File: src/rtl/hyperbus_tx_serializer.sv
// hyperbus_tx_serializer: splits AXI W beats into 16-bit PHY words. Only the
// word range [first, last] of each beat is emitted. Consecutive beats follow
// each other with no bubble.
// Ports:
//   clk_i, rst_ni                     clock, async active-low reset
//   clear_i                           sync abort: drop the buffered beat, return to IDLE
//   w_data_i/w_strb_i/w_last_i        beat payload and end-of-burst flag
//   w_first_word_i/w_last_word_i      inclusive word range to emit
//   w_valid_i/w_ready_o               beat handshake (w_ready_o is combinational)
//   tx_o/tx_valid_o/tx_ready_i        16-bit word handshake toward the TX FIFO
//   busy_o                            a beat is buffered
package hyperbus_pkg;
  typedef struct packed {
    logic [15:0] data;
    logic [1:0]  strb;
    logic        last;
  } hyper_tx_t;
endpackage

module hyperbus_tx_serializer
  import hyperbus_pkg::*;
#(
  parameter  int unsigned AxiDataWidth = 64,
  localparam int unsigned NumWords     = AxiDataWidth / 16,
  localparam int unsigned WordIdxWidth = (NumWords > 1) ? $clog2(NumWords) : 1,
  localparam int unsigned StrbWidth    = AxiDataWidth / 8
) (
  input  logic                    clk_i,
  input  logic                    rst_ni,
  input  logic                    clear_i,
  input  logic [AxiDataWidth-1:0] w_data_i,
  input  logic [StrbWidth-1:0]    w_strb_i,
  input  logic                    w_last_i,
  input  logic [WordIdxWidth-1:0] w_first_word_i,
  input  logic [WordIdxWidth-1:0] w_last_word_i,
  input  logic                    w_valid_i,
  output logic                    w_ready_o,
  output hyper_tx_t               tx_o,
  output logic                    tx_valid_o,
  input  logic                    tx_ready_i,
  output logic                    busy_o
);

  typedef enum logic {IDLE = 1'b0, SER = 1'b1} state_e;

  state_e                  r_state;
  logic [AxiDataWidth-1:0] r_data;
  logic [StrbWidth-1:0]    r_strb;
  logic                    r_last;
  logic [WordIdxWidth-1:0] r_idx;
  logic [WordIdxWidth-1:0] r_end;
  hyper_tx_t               r_tx;
  logic                    r_tx_valid;
  logic                    r_busy;

  logic [WordIdxWidth-1:0] w_end_in;
  logic [WordIdxWidth-1:0] w_idx_nxt;
  logic                    w_at_end;

  // Select 16-bit word idx of a beat.
  function automatic logic [15:0] sel_data(input logic [AxiDataWidth-1:0] d,
                                           input logic [WordIdxWidth-1:0] idx);
    logic [15:0] res;
    res = '0;
    for (int unsigned i = 0; i < NumWords; i++) begin
      if (idx == WordIdxWidth'(i)) res = d[16*i +: 16];
    end
    return res;
  endfunction

  // Select the 2 strobe bits belonging to word idx.
  function automatic logic [1:0] sel_strb(input logic [StrbWidth-1:0] s,
                                          input logic [WordIdxWidth-1:0] idx);
    logic [1:0] res;
    res = '0;
    for (int unsigned i = 0; i < NumWords; i++) begin
      if (idx == WordIdxWidth'(i)) res = s[2*i +: 2];
    end
    return res;
  endfunction

  // An inverted range collapses to a single word at the first index.
  assign w_end_in  = (w_first_word_i > w_last_word_i) ? w_first_word_i : w_last_word_i;
  assign w_at_end  = (r_idx == r_end);
  assign w_idx_nxt = r_idx + WordIdxWidth'(1);

  // Ready in IDLE, or in SER when the final word of the beat is leaving.
  assign w_ready_o = !clear_i &&
                     ((r_state == IDLE) || (tx_ready_i && w_at_end));

  // Serializer FSM; the output word is registered and preloaded one step ahead.
  always_ff @(posedge clk_i or negedge rst_ni) begin
    if (!rst_ni) begin
      r_state    <= IDLE;
      r_data     <= '0;
      r_strb     <= '0;
      r_last     <= 1'b0;
      r_idx      <= '0;
      r_end      <= '0;
      r_tx       <= '0;
      r_tx_valid <= 1'b0;
      r_busy     <= 1'b0;
    end else if (clear_i) begin
      r_state    <= IDLE;
      r_tx_valid <= 1'b0;
      r_busy     <= 1'b0;
    end else begin
      if (w_valid_i && w_ready_o) begin
        r_state    <= SER;
        r_data     <= w_data_i;
        r_strb     <= w_strb_i;
        r_last     <= w_last_i;
        r_idx      <= w_first_word_i;
        r_end      <= w_end_in;
        r_tx.data  <= sel_data(w_data_i, w_first_word_i);
        r_tx.strb  <= sel_strb(w_strb_i, w_first_word_i);
        r_tx.last  <= w_last_i && (w_first_word_i == w_end_in);
        r_tx_valid <= 1'b1;
        r_busy     <= 1'b1;
      end else if (r_state == SER && tx_ready_i) begin
        if (!w_at_end) begin
          r_idx     <= w_idx_nxt;
          r_tx.data <= sel_data(r_data, w_idx_nxt);
          r_tx.strb <= sel_strb(r_strb, w_idx_nxt);
          r_tx.last <= r_last && (w_idx_nxt == r_end);
        end else begin
          r_state    <= IDLE;
          r_tx_valid <= 1'b0;
          r_busy     <= 1'b0;
        end
      end
    end
  end

  assign tx_o       = r_tx;
  assign tx_valid_o = r_tx_valid;
  assign busy_o     = r_busy;

endmodule

File: config.mk
export PLATFORM = sky130hd
export DESIGN_NAME = hyperbus_tx_serializer
export DESIGN_NICKNAME = d
export VERILOG_FILES = /design/src/rtl/hyperbus_tx_serializer.sv
export SDC_FILE = /design/constraint.sdc
export NUM_CORES = 1
export LEC_CHECK = 0
export ABC_CLOCK_PERIOD_IN_PS = 1900
export BUFFER_PORTS_ARGS = -buffer_cell sky130_fd_sc_hd__buf_2
export CORE_MARGIN = 1
export CORE_UTILIZATION = 50
export CTS_CLUSTER_SIZE = 24
export DETAILED_ROUTE_END_ITERATION = 8
export HOLD_SLACK_MARGIN = 0.02
export PLACE_DENSITY = 0.84
export SYNTH_ARGS = -nofsm -noshare
export SYNTH_HDL_FRONTEND = slang
export SYNTH_SLANG_ARGS = --single-unit
File: constraint.sdc
create_clock -name clk_i -period 1.9 [get_ports clk_i]
set_input_delay 0.095 -clock clk_i [delete_from_list [all_inputs] [get_ports clk_i]]
set_output_delay 0.095 -clock clk_i [all_outputs]
set_load 0.05 [all_outputs]
## After elaboration in Yosys (flattened, before gate mapping)

Index checks and enable logic that the tools add are counted.

| storage, ports and cells | value |
|---|---|
| memory bits (writable) | 0 |
| flip-flop bits (word level) | 97 |
| memories kept | 0 |
| input bits | 82 |
| latch bits | 0 |
| output and inout port bits | 22 |
| bits in read-only memories | 0 |
| word-level logic and storage cells | 66 |

| operators by class | value |
|---|---|
| bitwise logic cells | 2 |
| reductions and logical operators | 16 |
| div/mod/pow operators | 0 |
| eq/ne operators | 10 |
| order comparisons | 1 |
| add/subtract/negate cells | 1 |
| mux-type cells | 27 |
| multiply operators | 0 |
| shift operators | 0 |

Operator list:

| cell | count |
|---|---|
| $mux 16 | 8 |
| $mux 19 | 3 |
| $mux 2 | 12 |
| $eq 2x2->1 const B | 4 |
| $eq 2x2->1 | 3 |
| $logic_and 1x1->1 | 6 |
| $reduce_bool 3->1 | 2 |
| $eq 2x1->1 const B | 2 |
| $logic_not 2->1 | 2 |
| $mux 1 | 4 |
| $reduce_and 2->1 | 2 |
| $reduce_and 3->1 | 1 |
| $add 2x1->2 const B | 1 |
| $gt 2x2->1 | 1 |
| $ne 2x1->1 const B | 1 |
| $not 1->1 | 2 |
| $reduce_bool 2->1 | 1 |
| $logic_not 1->1 | 1 |
| $logic_or 1x1->1 | 1 |

## Depth between registers and ports, before layout

| depth | value |
|---|---|
| depth after elaboration | 9 |
| depth in mapped cells | 8 |
| gate-level depth less buffers | 6 |

## Least setup slack after synthesis

No wires, ideal clock.

| path | value |
|---|---|
| path type | input to register |
| start point | input w_first_word_i[1] |
| end point | register r_end[0] |
| setup time | 125 ps |
| buffers on the path | 2 |
| path slack | -221 ps |
| arrival | 1,995 ps |
| cell stages on the path | 7 |
| required time | 1,775 ps |
| cell sequence | clkbuf_1 buf_1 inv_1 ha_1 o22ai_1 mux2_2 mux2_4 |

| on the way | value |
|---|---|
| word-level cells in the longest chain between the ends | 2 |

RTL lines:

| element | line | source |
|---|---|---|
| start, declared | 34 | `input logic [WordIdxWidth-1:0] w_first_word_i,` |
| $gt 2x2->1 | 83 | `assign w_end_in = (w_first_word_i > w_last_word_i) ? w_first_word_i : w_last_word_i;` |
| $mux 2 | 83 |  |
| end signal, assigned | 114 | `r_end <= w_end_in;` |
| end, declared | 51 | `logic [WordIdxWidth-1:0] r_end;` |

No other way between the ends.
A chain may end at the register's enable or synchronous reset.

## Final worst setup path

| path | value |
|---|---|
| start point | register r_end[1] |
| end point | register r_tx (netlist bit tx_o[17]) |

| on the way | value |
|---|---|
| word-level cells in the longest chain between the ends | 7 |
| elaborated cells on any way between the ends | 9 |
| those cells by class | 2 x eq/ne; 1 x mux; 6 x reduce/logical |

RTL lines:

| element | line | source |
|---|---|---|
| $eq 2x2->1 (*) | 84 | `assign w_at_end = (r_idx == r_end);` |
| $logic_and 1x1->1 | 89 | `((r_state == IDLE) \|\| (tx_ready_i && w_at_end));` |
| $logic_or 1x1->1 | 89 |  |
| $logic_and 1x1->1 | 88 | `assign w_ready_o = !clear_i &&` |
| $logic_and 1x1->1 | 108 | `if (w_valid_i && w_ready_o) begin` |
| $ne 2x1->1 (no source line) / $reduce_bool 2->1 (equally long branches) | n/a |  |
| $reduce_and 3->1 (no source line) | n/a |  |
| end, declared | 52 | `hyper_tx_t r_tx;` |

Every way passes the cells marked *; elsewhere a longest branch is shown, timed or not.

==> results.yml <==
worst_setup_path:
  r2r_start: "r_end[1]"
  startpoint_type: "flop"
  crit_chain: "xnor2_2 -> buf_4 -> a211oi_2 -> a21oi_2 -> buf_4 -> a221o_1"
  crit_type: "flop to flop"
  setup.worst_path.start: "r_end[1]"
  crit_path_top_delay_cell: "dfrtp_1"
  arrival_ns: 2.09
  critPathMaxFanout: 4
  path_buf_inv: 2
  crit_path_frequent_cell: "buf_4"
  critPathTopFamily: "compound AO/OA/AOI/OAI gates"
  cp-end-kind: "flop"
  cp.required_ns: 2.15
  critical_path.max_stage_delay_ns: 0.45
timing:
  layout_setup_ws_ns: 0.0690
  skew_ns: 0.0152
  fmax_mhz: 546
  finalCriticalPeriod_ns: 1.83
  drv_slew: 0
  slew_headroom_pct: 56.7
  setup_viol: 0
  hold_violations: 0
  finalCritPeriodShare_pct: 96.4
  finalSetupTns_ns: 0
  max_slew.worst_pin.slew_ns: 0.650
synthesis:
  synth_edf_count: 0
  synth_top_cell_by_area: "dfrtp_1"
  synth_seq_cells: 97
  syn-num-nets: 484
  synth.most_common_cell: "dfrtp_1"
  synth_area_sq_um: 5230
  synth_top_area_share_pct: 46.4
  synth_cell_types: 33
  async_reset_ff_share_pct: 100
  synth_common_cells: "dfrtp_1 (97), mux2_4 (50), a21oi_1 (38)"
  syn_area_per_cell_sq_um: 13.3
  yosys-top-cells-area: "dfrtp_1 (46%), mux2_4 (14%), mux4_2 (7.8%)"
  synth_ff_type: "dfrtp_1"
  netlist_instances: 394
  yosysSeqAreaShare_pct: 46.4
  yosys_warnings: 0
hold_path:
  min-delay-start: "w_first_word_i[0]"
  hp-class: "primary input to flop"
pwr:
  power_uw: 8630
  ir_drop_v: 0.000636
  p_leak_uw: 0.00319
  powerDensity_nw_per_um2: 1230
grt:
  grt.total_usage_pct: 26.8
  antenna_found_initial: 0
  grt_pass1_vias: 4488
  grt_pass1_wl_microns: 22600
  globalRouteOverflowTotal: 0
  grt_max_degree: 51
clocking:
  ctsRootBufferMaster: "clkbuf_8"
  htreeDepth: 3
  clock_sinks: 97
  cts_inserted_buffers: 9
  max-clock-path-buffers: 2
  clk_latency_ns: 0.39
  cts_tree: "done"
  clk_pin_slew_worst_paths_ns: 0.11
placement:
  place_area_sq_um: 5980
  gp_congestion: 0.850
  dp.cells: 622
  dp_hpwl_microns: 8450
  portBuffers: 103
  place_ws_ns: -0.0228
detailed_routing:
  initialDrtViolationCount: 226
  vias: 4080
  dr.pass1.iters: 4
  post_drt_via_cell_ratio: 5.71
  ant_nets: 0
  drc: 0
  routedWlPerCell_microns: 19.5
  wirelength_microns: 13900
floorplanning:
  start_util_pct: 52.5
  rows: 36
  ioPinCount: 104
  fp.dieArea_sq_um: 10900
  core-area_sq_um: 9950
  die_h_microns: 104
  die_x_microns: 104
job:
  maxCapViolations: 0
cells_and_area:
  diodes: 0
  final_cells: 715
  syn_to_final_growth_pct: 34.3
  final_cell_area_sq_um: 7020
  fillers: 661
  layout-drive-gt1-share_pct: 42.6
  nets: 667
outcome:
  status: "completed"
[metrics by stage]
stage	hold WS, ns	utilization, %
after floorplan	-0.201	-
after global placement	0.156	60.1
after detailed placement	0.166	60.1
after CTS	0.0300	70.0
after global routing	0.0526	70.5
final	0.0309	70.5
[worst paths after layout]
check	cells past startpoint	to	slack [ns]
max	6	tx_o[17]	0.07
min	3	r_idx[0]	0.03
max reg2reg	6	tx_o[17]	0.07
min reg2reg	1	r_strb[1]	0.51
max in group asynchronous	3	tx_valid_o	0.90
min in group asynchronous	2	tx_o[12]	0.29
[power breakdown]
group	switching [uW]	internal [uW]	total [uW]	leakage, uW
clock network	779	690	1470	0.000107
logic	2080	1930	4010	0.00193
registers	438	2710	3150	0.00115
[timing repair]
item / in CTS / in global routing
hold buffers: 76 / 0
endpoints found under the hold margin: 123 / 0
pin swaps: 1 / 0
setup endpoints to repair: 43 / 22
setup buffers: 1 / 0
gates cloned: 0 / 0
gates resized for setup: 0 / 12
[state kept, by name, summed over array words and instances (netlist names)]
| register | flops |
|---|---|
| r_data | 64 |
| r_idx | 2 |
| r_end | 2 |
| tx_valid_o | 1 |
| r_strb | 8 |
| tx_o | 19 |
| r_last | 1 |
[cells in the final DEF, fill, tap and decap left out, types with 18 or more instances in the layout]
cell           instances
a21oi_1               37
a221o_1               37
buf_2                101
buf_4                 18
dfrtp_1               96
dlygate4sd3_1         76
inv_1                 25
mux2_2                24
mux2_4                50
mux4_2                18
nand2_1               19
nand3b_1              18
[area by class of cell]
cell class / instances / area, sq um / area share [%]
Clock buffer: 11 / 151 / 2.16
Timing Repair Buffer: 205 / 1570 / 22.3
Multi-Input combinational cell: 238 / 2540 / 36.3
Clock inverter: 5 / 62.6 / 0.891
Tap cell: 133 / 166 / 2.37
Sequential cell: 97 / 2430 / 34.6
Inverter: 26 / 97.6 / 1.39
[routing by layer]
layer / vias up / GRT usage, % / wire, microns
met3: 27 / 7.89 / 704
met2: 162 / 45.6 / 7140
met4: 0 / 8.16 / 311
met5: - / 0 / 0
li1: 1826 / - / -
met1: 2065 / 33.0 / 5790
[worst reg2reg max path, cell delays in order, from the launching register on]
cell and delay, ns:
dfrtp_1 0.45, xnor2_2 0.18, buf_4 0.15, a211oi_2 0.30
a21oi_2 0.09, buf_4 0.17, a221o_1 0.37
[cells by family after synthesis]
logic type,after synthesis,share of synthesized area (%)
AOI/OAI and AO/OA,85,12.5
xor gates and xnor gates,5,0.982
adders and majority gates,8,1.92
buffers and inverters,59,5.65
DFF,97,46.4
muxes,94,27.7
and+or+nand+nor,46,4.84
Power figures use the tool's default switching activity.
